`config.mk`:
```
export PLATFORM = sky130hd
export DESIGN_NAME = key_debounce
export DESIGN_NICKNAME = d
export VERILOG_FILES = /design/src/rtl/key_debounce.sv
export SDC_FILE = /design/constraint.sdc
export NUM_CORES = 1
export LEC_CHECK = 0
export CELL_PAD_IN_SITES_DETAIL_PLACEMENT = 0
export CELL_PAD_IN_SITES_GLOBAL_PLACEMENT = 2
export CORE_UTILIZATION = 30
export CTS_CLUSTER_SIZE = 30
export DETAILED_ROUTE_END_ITERATION = 16
export PLACE_DENSITY = 0.63
export SETUP_SLACK_MARGIN = 0.1
export SLEW_MARGIN = 30
export SYNTH_ARGS = -nofsm -noshare
export SYNTH_HDL_FRONTEND = slang
export SYNTH_SLANG_ARGS = --single-unit
```
`constraint.sdc`:
```
create_clock -name clk -period 6.1 [get_ports clk]
set_clock_uncertainty 0.2 [all_clocks]
set_input_delay 0.61 -clock clk [delete_from_list [all_inputs] [get_ports clk]]
set_output_delay 0.61 -clock clk [all_outputs]
set_load 0.005 [all_outputs]
```
`src/rtl/key_debounce.sv`:
```
// rtl/key_debounce.sv - 2-flop synchronizer plus counter-qualified debounce FSM with bounce counter
module key_debounce #(
  parameter int   DEB_CYCLES = 500000,
  parameter logic INIT_LEVEL = 1'b0,
  parameter int   CNT_W      = $clog2(DEB_CYCLES + 1)
) (
  input  logic       clk,
  input  logic       rst,
  input  logic       key_in,
  input  logic       glitch_clr,
  output logic       key_out,
  output logic       key_busy,
  output logic [7:0] glitch_cnt
);

  typedef enum logic [1:0] {
    IDLE_LO = 2'd0,
    WAIT_HI = 2'd1,
    IDLE_HI = 2'd2,
    WAIT_LO = 2'd3
  } state_t;

  localparam state_t           IDLE_INIT = INIT_LEVEL ? IDLE_HI : IDLE_LO;
  localparam logic [CNT_W-1:0] DEB_MAX   = CNT_W'(DEB_CYCLES);
  localparam logic [CNT_W-1:0] CNT_ONE   = CNT_W'(1);

  logic             sync_a;
  logic             key_sync;
  state_t           state;
  state_t           state_nxt;
  logic [CNT_W-1:0] cnt;
  logic [CNT_W-1:0] cnt_nxt;
  logic             out_nxt;
  logic             busy_nxt;
  logic             reject;
  logic [7:0]       glitch_nxt;

  // Two-flop synchronizer; nothing downstream looks at key_in directly
  always_ff @(posedge clk or posedge rst) begin
    if (rst) begin
      sync_a   <= INIT_LEVEL;
      key_sync <= INIT_LEVEL;
    end else begin
      sync_a   <= key_in;
      key_sync <= sync_a;
    end
  end

  // State register together with the registered counter and outputs
  always_ff @(posedge clk or posedge rst) begin
    if (rst) begin
      state      <= IDLE_INIT;
      cnt        <= '0;
      key_out    <= INIT_LEVEL;
      key_busy   <= 1'b0;
      glitch_cnt <= 8'd0;
    end else begin
      state      <= state_nxt;
      cnt        <= cnt_nxt;
      key_out    <= out_nxt;
      key_busy   <= busy_nxt;
      glitch_cnt <= glitch_nxt;
    end
  end

  // Next-state: leave idle on a differing sample, leave wait on abort or full qualification
  always_comb begin
    state_nxt = state;
    case (state)
      IDLE_LO: if (key_sync) state_nxt = WAIT_HI;
      WAIT_HI: begin
        if (!key_sync)           state_nxt = IDLE_LO;
        else if (cnt == DEB_MAX) state_nxt = IDLE_HI;
      end
      IDLE_HI: if (!key_sync) state_nxt = WAIT_LO;
      WAIT_LO: begin
        if (key_sync)            state_nxt = IDLE_HI;
        else if (cnt == DEB_MAX) state_nxt = IDLE_LO;
      end
      default: state_nxt = IDLE_INIT;
    endcase
  end

  // Next values of counter, level, busy flag and the rejection pulse
  always_comb begin
    cnt_nxt  = cnt;
    out_nxt  = key_out;
    busy_nxt = key_busy;
    reject   = 1'b0;
    case (state)
      IDLE_LO: begin
        if (key_sync) begin
          cnt_nxt  = CNT_ONE;
          busy_nxt = 1'b1;
        end else begin
          cnt_nxt  = '0;
          busy_nxt = 1'b0;
        end
      end
      WAIT_HI: begin
        if (!key_sync) begin
          cnt_nxt  = '0;
          busy_nxt = 1'b0;
          reject   = 1'b1;
        end else if (cnt == DEB_MAX) begin
          cnt_nxt  = '0;
          busy_nxt = 1'b0;
          out_nxt  = 1'b1;
        end else begin
          cnt_nxt  = cnt + CNT_ONE;
        end
      end
      IDLE_HI: begin
        if (!key_sync) begin
          cnt_nxt  = CNT_ONE;
          busy_nxt = 1'b1;
        end else begin
          cnt_nxt  = '0;
          busy_nxt = 1'b0;
        end
      end
      WAIT_LO: begin
        if (key_sync) begin
          cnt_nxt  = '0;
          busy_nxt = 1'b0;
          reject   = 1'b1;
        end else if (cnt == DEB_MAX) begin
          cnt_nxt  = '0;
          busy_nxt = 1'b0;
          out_nxt  = 1'b0;
        end else begin
          cnt_nxt  = cnt + CNT_ONE;
        end
      end
      default: begin
        cnt_nxt  = '0;
        busy_nxt = 1'b0;
        out_nxt  = INIT_LEVEL;
      end
    endcase
  end

  // Saturating bounce counter; a clear in the same cycle as a rejection wins
  always_comb begin
    glitch_nxt = glitch_cnt;
    if (glitch_clr)
      glitch_nxt = 8'd0;
    else if (reject && glitch_cnt != 8'hFF)
      glitch_nxt = glitch_cnt + 8'd1;
  end

endmodule
```
==> qor.csv <==
metric;value;unit
r2r_setup_slack;3.77;ns
dieHeight;76.4;µm
cts_tree;done;
reg2reg_to;cnt[18];
min_from;sync_a;
start_util;31.9;%
clockBufferDepth;2;
synth_compound_gate_area_share;9.65;%
syn_area;0.00166;mm²
tns;0;ns
synth_edf_count;0;
tightest_slew;0.549;ns
synth_seq_area_share;49.8;%
drtIter0Drc;31;
drv_cap;0;
synth_nets;168;
async_flop_share;100;%
pin_count;14;
antenna_left;0;
ctsHoldBuffers;0;
post_cts_buffers;0;
ys.flop_type;dfrtp_1;
vias_per_cell;5.00;
leakagePower;0.759;nW
relSlewSlack;63.2;%
ys_ff_latch;33;
holdCritPathClass;flop to flop;
synthXorXnorAreaFrac;8.90;%
ys_warn_count;0;
grt.total_usage;13.0;%
grt_overflow;0;
ys_types;39;
timing.final.crit_share;38.2;%
status;finished clean;
ff_latch_area;826;µm²
area_growth;18.8;%
post-route-min-period;2.33;ns
numClockSinks;33;
fin_ws;3.77;ns
clockRootBuffer;clkbuf_8;
die-area;0.00583;mm²
antenna_found_initial;0;
ir_worst_vdd;99.6;µV
ctsResizeCount;0;
wl_per_cell;13.5;µm
drive_gt1_share;11.6;%
yosys.area_share.simple;24.5;%
synthMuxAreaShare;1.28;%
postPlaceCellArea;0.00187;mm²
critical_path_class;flop to flop;
reg2regPathDepth;5;
grt_first_pass_wirelength;5.85;mm
final_area;0.00197;mm²
cts.clk_slew.worst_paths;0.07;ns
pre_cts_slack;3.77;ns
rsz0062_at_grt;false;
num_rows;26;
final_max_slew_viol_count;0;
fmax;0.429;GHz
drt_pass1_iterations;4;
io_buffers;13;
post-dp-hpwl;2.35;mm
total_power;0.429;mW
path_max_fanout;6;
grt_max_degree;34;
arrival;2.35;ns
end_kind;flop;
die_w;76.4;µm
synth_top_family_by_area;simple AND/OR/NAND/NOR gates;
nNetsFinal;187;
worstPathRequired;6.12;ns
p_per_area;218;mW/mm²
hold_violations;0;
synth_area_per_cell;10.3;µm²
fp.coreArea;0.00520;mm²
num_antenna_cells;0;
r2r-start;cnt[0];
cts_buffers;5;
vias;1256;
synth_fa_ha_area_share;2.26;%
fillers;521;
multi_input_comb_area;773;µm²
drc_errors;0;
routed_wl;3.39;mm
start_kind;flop;
place_congestion;0.721;
cts-htree-levels;2;
setup_viol;0;
min_path_cells;0;
clock_latency;0.28;ns
holdPathEnd;key_sync;
grt_pass1_vias;1230;
syn_inst;161;
==> layer usage <==
metal / wire length [µm] / vias up / share of wire [%] / track usage (%)
met4: 69 / 0 / 2.0 / 6.92
met2: 1760 / 23 / 52 / 22.6
met1: 1450 / 616 / 43 / 15.0
met5: 0 / - / 0 / 0
met3: 110 / 6 / 3.2 / 2.63
li1: - / 611 / - / -
==> cells in the final DEF (no fill, tap or decap), types with 2 or more instances in the layout <==
cell and instances:
nand4_1 5, nor4_1 3, nor2_1 24, nand3_1 7
xor2_1 4, ha_1 3, or4_1 2, or3_1 4
and3_1 2, dfrtp_1 33, clkbuf_8 7, clkdlybuf4s50_1 13
inv_1 12, a21oi_1 7, nor3_1 6, o31ai_1 3
o21ai_0 6, nand2_1 5, or4_4 3, xnor2_1 11
==> worst max path at each step <==
stage	from	to	slack, ns	cells past startpoint
6_report	cnt[0]	cnt[18]	3.77	5
5_1_grt	cnt[2]	cnt[2]	3.68	4
4_1_cts	cnt[0]	cnt[18]	3.76	5
3_5_place_dp	cnt[0]	cnt[18]	3.77	5
3_3_place_gp	cnt[0]	cnt[18]	3.82	5
2_1_floorplan	cnt[2]	flop	3.93	4
==> sequential cells by signal, summed over array words and instances, names as in the netlist, named ones only <==
register	flops
key_out	1
key_busy	1
cnt	19
sync_a	1
state	1
glitch_cnt	8
key_sync	1
==> critical path: stages, from the launching register on <==
cell and delay, ns:
dfrtp_1 0.43, ha_1 0.25, nand3_2 0.14, or4_4 0.61, or4_4 0.50, a21oi_2 0.14
==> cell usage after synthesis, types with 2 or more instances <==
cell	count	area [µm²]
or4_1	2	15.0
dfrtp_1	33	826
nand4_1	5	31.3
nand2_1	5	18.8
ha_1	3	37.5
o21ai_0	6	30.0
inv_1	12	45.0
nor3_1	6	30.0
nand3_1	7	35.0
or4_4	3	33.8
xor2_1	4	35.0
or3_1	4	25.0
xnor2_1	11	96.3
and3_1	2	12.5
nor4_1	3	18.8
a21oi_1	7	35.0
nor2_1	24	90.1
o31ai_1	3	22.5
==> area by class of cell <==
class,count,share of cell area [%]
Clock inverter,1,0.254
Sequential cell,33,41.9
Inverter,12,2.29
Clock buffer,7,4.89
Multi-Input combinational cell,114,39.2
Timing Repair Buffer,14,6.98
Tap cell,70,4.44
==> through the flow <==
stage	instances	hold slack [ns]	util, %
after floorplan	161	0.131	-
final	251	0.152	37.9
after CTS	251	0.155	37.9
after global placement	243	0.133	35.9
after global routing	251	0.161	37.9
after detailed placement	243	0.139	35.9
==> power breakdown <==
group          internal [mW]  total [mW]  switching [mW]  leakage, nW
registers              0.222       0.226         0.00358        0.450
logic                0.00794      0.0204          0.0124        0.255
clock network          0.102       0.183          0.0812       0.0542
total                  0.332       0.429          0.0972        0.759
==> logic make-up after synthesis <==
| group | Yosys count |
|---|---|
| and+or+nand+nor | 69 |
| DFF | 33 |
| AOI/OAI and AO/OA | 24 |
| xor gates and xnor gates | 16 |
| buffers and inverters | 14 |
| adders and majority gates | 3 |
| muxes | 2 |
(Power assumes the default switching activity.)
